`src/rtl/dac_update_scheduler.sv`:
```
// Paced sample scheduler: register-loaded FIFO of DAC codes, one driver transfer per period tick.
// state       | meaning
// S_IDLE      | scheduler disabled, no transfers issued
// S_WAIT_TICK | enabled, waiting for the next period tick to pop a sample
// S_START     | drv_start asserted for this single cycle
// S_WAIT_DONE | transfer in flight, waiting for drv_done
module dac_update_scheduler #(
    parameter int FIFO_DEPTH  = 16,
    parameter int PERIOD_BITS = 16
) (
    input  logic        bus_clock,
    input  logic        resetn,
    input  logic        reg_wr,
    input  logic        reg_rd,
    input  logic [3:0]  reg_addr,
    input  logic [31:0] reg_wdata,
    output logic [31:0] reg_rdata,
    output logic        drv_start,
    output logic [15:0] drv_data,
    input  logic        drv_busy,
    input  logic        drv_done,
    output logic        irq
);
    localparam int AW = (FIFO_DEPTH > 1) ? $clog2(FIFO_DEPTH) : 1;
    localparam int LW = AW + 1;

    typedef enum logic [1:0] {
        S_IDLE      = 2'd0,
        S_WAIT_TICK = 2'd1,
        S_START     = 2'd2,
        S_WAIT_DONE = 2'd3
    } state_t;

    state_t                 state;
    logic                   ctrl_enable;
    logic                   ctrl_irq_en;
    logic                   flush_q;
    logic [PERIOD_BITS-1:0] period_q;
    logic [PERIOD_BITS-1:0] cnt_q;
    logic [15:0]            mem [FIFO_DEPTH];
    logic [AW-1:0]          wr_ptr;
    logic [AW-1:0]          rd_ptr;
    logic [LW-1:0]          fifo_level;
    logic                   sticky_ovf;
    logic                   sticky_und;
    logic                   sticky_late;

    logic wr_ctrl, wr_period, wr_data, wr_status;
    logic tick, fifo_empty, fifo_full;
    logic push, pop;
    logic set_ovf, set_und, set_late;
    logic fsm_busy;
    logic [7:0]  level_byte;
    logic [31:0] rd_mux;
    logic wdata_unused;

    assign wr_ctrl   = reg_wr && (reg_addr == 4'h0);
    assign wr_period = reg_wr && (reg_addr == 4'h4);
    assign wr_data   = reg_wr && (reg_addr == 4'h8);
    assign wr_status = reg_wr && (reg_addr == 4'hC);

    assign wdata_unused = ^reg_wdata;

    assign tick       = ctrl_enable && (cnt_q == '0);
    assign fifo_empty = (fifo_level == '0);
    assign fifo_full  = (fifo_level == LW'(FIFO_DEPTH));
    assign fsm_busy   = (state == S_START) || (state == S_WAIT_DONE);
    assign level_byte = 8'(fifo_level);

    // Full is judged on the level before any same-cycle pop; a flush cycle swallows the write.
    assign push    = wr_data && !flush_q && !fifo_full;
    assign set_ovf = wr_data && !flush_q && fifo_full;

    always_comb begin
        pop      = 1'b0;
        set_und  = 1'b0;
        set_late = 1'b0;
        if (state == S_WAIT_TICK && tick) begin
            if (fifo_empty) begin
                set_und = 1'b1;
            end else if (drv_busy) begin
                set_late = 1'b1;
            end else begin
                pop = 1'b1;
            end
        end
        if (state == S_WAIT_DONE && tick) begin
            set_late = 1'b1;
        end
    end

    always_ff @(posedge bus_clock or negedge resetn) begin
        if (!resetn) begin
            ctrl_enable <= 1'b0;
            ctrl_irq_en <= 1'b0;
            flush_q     <= 1'b0;
            period_q    <= '0;
        end else begin
            if (wr_ctrl) begin
                ctrl_enable <= reg_wdata[0];
                ctrl_irq_en <= reg_wdata[1];
            end
            flush_q <= wr_ctrl && reg_wdata[2];
            if (wr_period) begin
                period_q <= reg_wdata[PERIOD_BITS-1:0];
            end
        end
    end

    // Holding at PERIOD while disabled doubles as the reload on enable rising.
    always_ff @(posedge bus_clock or negedge resetn) begin
        if (!resetn) begin
            cnt_q <= '0;
        end else if (!ctrl_enable || tick) begin
            cnt_q <= period_q;
        end else begin
            cnt_q <= cnt_q - PERIOD_BITS'(1);
        end
    end

    always_ff @(posedge bus_clock) begin
        if (push) begin
            mem[wr_ptr] <= reg_wdata[15:0];
        end
    end

    always_ff @(posedge bus_clock or negedge resetn) begin
        if (!resetn) begin
            wr_ptr     <= '0;
            rd_ptr     <= '0;
            fifo_level <= '0;
        end else if (flush_q) begin
            wr_ptr     <= '0;
            rd_ptr     <= '0;
            fifo_level <= '0;
        end else begin
            if (push) begin
                wr_ptr <= wr_ptr + AW'(1);
            end
            if (pop) begin
                rd_ptr <= rd_ptr + AW'(1);
            end
            case ({push, pop})
                2'b10:   fifo_level <= fifo_level + LW'(1);
                2'b01:   fifo_level <= fifo_level - LW'(1);
                default: fifo_level <= fifo_level;
            endcase
        end
    end

    // Set events take priority over write-one-to-clear.
    always_ff @(posedge bus_clock or negedge resetn) begin
        if (!resetn) begin
            sticky_ovf  <= 1'b0;
            sticky_und  <= 1'b0;
            sticky_late <= 1'b0;
            irq         <= 1'b0;
        end else begin
            sticky_ovf  <= set_ovf  || (sticky_ovf  && !(wr_status && reg_wdata[3]));
            sticky_und  <= set_und  || (sticky_und  && !(wr_status && reg_wdata[4]));
            sticky_late <= set_late || (sticky_late && !(wr_status && reg_wdata[5]));
            irq         <= ctrl_irq_en && (sticky_ovf || sticky_und || sticky_late);
        end
    end

    always_ff @(posedge bus_clock or negedge resetn) begin
        if (!resetn) begin
            state     <= S_IDLE;
            drv_start <= 1'b0;
            drv_data  <= '0;
        end else begin
            drv_start <= 1'b0;
            case (state)
                S_IDLE: begin
                    if (ctrl_enable) begin
                        state <= S_WAIT_TICK;
                    end
                end
                S_WAIT_TICK: begin
                    if (!ctrl_enable) begin
                        state <= S_IDLE;
                    end else if (pop) begin
                        drv_data  <= mem[rd_ptr];
                        drv_start <= 1'b1;
                        state     <= S_START;
                    end
                end
                S_START: begin
                    state <= S_WAIT_DONE;
                end
                S_WAIT_DONE: begin
                    if (drv_done) begin
                        state <= ctrl_enable ? S_WAIT_TICK : S_IDLE;
                    end
                end
                default: begin
                    state <= S_IDLE;
                end
            endcase
        end
    end

    always_comb begin
        rd_mux = '0;
        case (reg_addr)
            4'h0: rd_mux = {30'd0, ctrl_irq_en, ctrl_enable};
            4'h4: rd_mux = 32'(period_q);
            4'hC: rd_mux = {16'd0, level_byte, 2'b00, sticky_late, sticky_und,
                            sticky_ovf, fifo_full, fifo_empty, fsm_busy};
            default: rd_mux = '0;
        endcase
    end

    always_ff @(posedge bus_clock or negedge resetn) begin
        if (!resetn) begin
            reg_rdata <= '0;
        end else if (reg_rd) begin
            reg_rdata <= rd_mux;
        end
    end

endmodule
```
`config.mk`:
```
export PLATFORM = sky130hd
export DESIGN_NAME = dac_update_scheduler
export DESIGN_NICKNAME = d
export VERILOG_FILES = /design/src/rtl/dac_update_scheduler.sv
export SDC_FILE = /design/constraint.sdc
export NUM_CORES = 1
export LEC_CHECK = 0
export ABC_AREA = 1
export CAP_MARGIN = 20
export CORE_UTILIZATION = 45
export DETAILED_ROUTE_END_ITERATION = 10
export PLACE_DENSITY = 0.69
export SKIP_CTS_REPAIR_TIMING = 1
export SLEW_MARGIN = 5
export SYNTH_ARGS = -nofsm -noshare
export SYNTH_HDL_FRONTEND = slang
export SYNTH_SLANG_ARGS = --single-unit
export TNS_END_PERCENT = 100
```
`constraint.sdc`:
```
create_clock -name bus_clock -period 2.3 [get_ports bus_clock]
set_input_delay 0.23 -clock bus_clock [delete_from_list [all_inputs] [get_ports bus_clock]]
set_output_delay 0.23 -clock bus_clock [all_outputs]
set_load 0.01 [all_outputs]
```
==> flow_summary.toml <==
[outcome]
outcome = "complete, no violations"

[timing]
slew_headroom_pct = 44.7
period_minus_slack_ns = 2.06
setup_tns_ns = 0
clock-skew-final_ns = 0.0133
finalHoldViolCount = 0
finalSetupViolCount = 0
holdWs_ns = 0.250
slew_viol_final = 0
fmax_mhz = 485
fin_crit_sh_pct = 89.6
rsz0062_at_grt = "false"
worst_pin_slew_ns = 0.826

[clocking]
clockBufferDepth = 3
clock_latency_ns = 0.52
cts_sinks = 343
cts_made_buffers = 38
htree_levels = 2
clkTransAtPathRegs_ns = 0.06
cts_tree = "built"
cts-root-buf = "clkbuf_16"

[final_layout]
fillers = 2480
num-nets-final = 1276
final_cell_mix = "edfxtp_1 (256), nor2_1 (151), o21ai_0 (103)"
finalNonFillerCells = 1652
final_core_util_pct = 55.5
final-seq-area_sq_um = 9870
layout_commonest_cell = "edfxtp_1"
drive_above_1_share_pct = 15.1
multi_input_area_sq_um = 3900
area_delta_synth_final_pct = 20.3
antenna_cells = 0

[die]
fp.dieH_um = 180
die_x_um = 180
rows = 64
core_area_sq_um = 30900
start_util_pct = 46.2
die_area_sq_um = 32400
ios = 92

[worst_setup_path]
critical_path.top_delay_family = "simple AND/OR/NAND/NOR gates"
end_kind = "flip-flop"
startpoint_type = "flip-flop"
crit_arrival_ns = 2.44
cp_num_buf_inv = 3
cpPeakStageDelay_ns = 0.42
crit_type = "flip-flop to flip-flop"
cp_common_cell = "nor2_2"
slowest_stage = "dfrtp_1"
worstPathCellList = "nor2_2 -> buf_4 -> inv_2 -> nor2_2 -> nand4_2 -> nor3_4 -> nand2_4 -> inv_4 -> nand4_1 -> o21ai_0 -> a21oi_1"
worstPathRequired_ns = 2.68
cp_max_fo = 15

[synthesis]
avgSynthCellArea_sq_um = 12.7
synth.distinct_cells = 41
netlist_instances = 1126
yosysSeqAreaShare_pct = 69.1
netlist_area_sq_um = 14300
yosys_warnings = 0
synth_seq_cells = 343

[detailed_routing]
avgViaCountPerCell = 5.69
drc = 0
vias = 9399
ant_nets = 0
wl_per_cell_um = 21.0
first_pass_iters = 5
wirelength_um = 34700
dr.first_iter.drc_count = 820

[placed_design]
post-place-cells = 1579
port_buffers = 59
dp_hpwl_um = 20900
gp_congestion = 0.843

[flow_run]
maxCapViolCount = 0

[power]
p_total_mw = 15.1
power_density_nw_per_um2 = 881
p_leak_nw = 6.16
ir_drop_mv = 0.469

[grt]
gr-total-overflow = 0
grt_pass1_wl_um = 53300
grt_max_degree = 58
grt_antenna_before_repair = 0
grt_usage_pct = 21.5
grt_pass1_vias = 9211

[hold_path]
hp-class = "primary input to asynchronous set/reset pin"
-- kinds of logic after synthesis --
| kind of cell | count (synthesis) | synth area share [%] |
|---|---|---|
| other cells | 1 | 0.0263 |
| flops | 343 | 69.1 |
| mux | 57 | 4.14 |
| simple gates | 324 | 10.0 |
| fa+ha+maj | 8 | 0.702 |
| buf+inv | 142 | 4.47 |
| compound gates | 239 | 10.8 |
| xor+xnor | 12 | 0.737 |
-- stage by stage --
stage	setup slack, ns	instance area [sq um]
final	0.240	17200
after global routing	0.00946	17200
after CTS	0.160	17100
after detailed placement	0.126	15800
after global placement	0.136	15800
after floorplan	0.0715	14300
-- final timing paths --
check / from / depth (start not counted) / slack, ns / end
max: cnt_q[12]$_DFF_PN0_ / 11 / 0.24 / rd_ptr[3]$_DFFE_PN0P_
min reg2reg: cnt_q[0]$_DFF_PN0_ / 1 / 0.49 / cnt_q[0]$_DFF_PN0_
min in group bus_clock: drv_busy / 3 / 0.34 / sticky_late$_DFF_PN0_
max in group asynchronous: resetn / 4 / 1.27 / reg_rdata[15]$_DFFE_PN0P_
max reg2reg: cnt_q[12]$_DFF_PN0_ / 11 / 0.24 / rd_ptr[3]$_DFFE_PN0P_
min: resetn / 2 / 0.25 / reg_rdata[2]$_DFFE_PN0P_
-- sequential cells by signal, indices dropped and copies added (netlist names), named ones only --
signal	count
cnt_q	16
sticky_ovf	1
drv_start	1
ctrl_irq_en	1
ctrl_enable	1
irq	1
sticky_und	1
flush_q	1
mem	256
reg_rdata	16
sticky_late	1
rd_ptr	4
period_q	16
wr_ptr	4
state	1
drv_data	16
fifo_level	5
-- worst register-to-register path, delay by kind of cell, from the launching register on --
| family | cells | cell delay (ns) |
|---|---|---|
| DFF | 1 | 0.42 |
| AOI/OAI and AO/OA | 2 | 0.25 |
| and+or+nand+nor | 6 | 0.88 |
| buffers and inverters | 3 | 0.37 |
-- where the power goes --
part           total [mW]  leakage (nW)  switching [mW]  internal (mW)
combinational        1.59          2.11            1.02          0.572
clock                6.30         0.639            2.44           3.86
sequential           7.24          3.42           0.278           6.96
total                15.1          6.16            3.74           11.4
-- per-layer routing --
layer | wire [um] | GRT usage, %
met5 | 0 | 0
met4 | 957 | 6.84
met3 | 2400 | 3.66
met2 | 16700 | 35.9
met1 | 14700 | 28.8
-- cells in the mapped netlist, drive strengths merged --
cell type  instances  share of area (%)
o22ai              8               0.35
o211ai            25                1.3
conb               1              0.026
mux2              16                1.3
clkinv             1              0.026
o221ai            41                2.5
nand3b             1              0.053
nor3               4               0.22
o21ai            108                3.8
a31oi             22               0.96
nor2             182                5.3
a21oi             11               0.39
nand4              9               0.54
or2                1              0.061
ha                 8               0.70
buf               36                1.7
xnor2              4               0.25
o32ai             23                1.4
clkbuf            39                1.0
dfrtp             87                 15
inv               66                1.8
mux2i             41                2.9
nand2             96                2.7
xor2               8               0.49
o21a               1              0.053
edfxtp           256                 54
nand3             31                1.2
-- area by class of cell --
class                           count  area share (%)
Clock inverter                     19            1.58
Clock buffer                       51            6.00
Sequential cell                   343            57.5
Timing Repair Buffer              120            7.86
Inverter                           67            1.48
Multi-Input combinational cell    656            22.7
Tap cell                          396            2.89
Power figures use the tool's default switching activity.
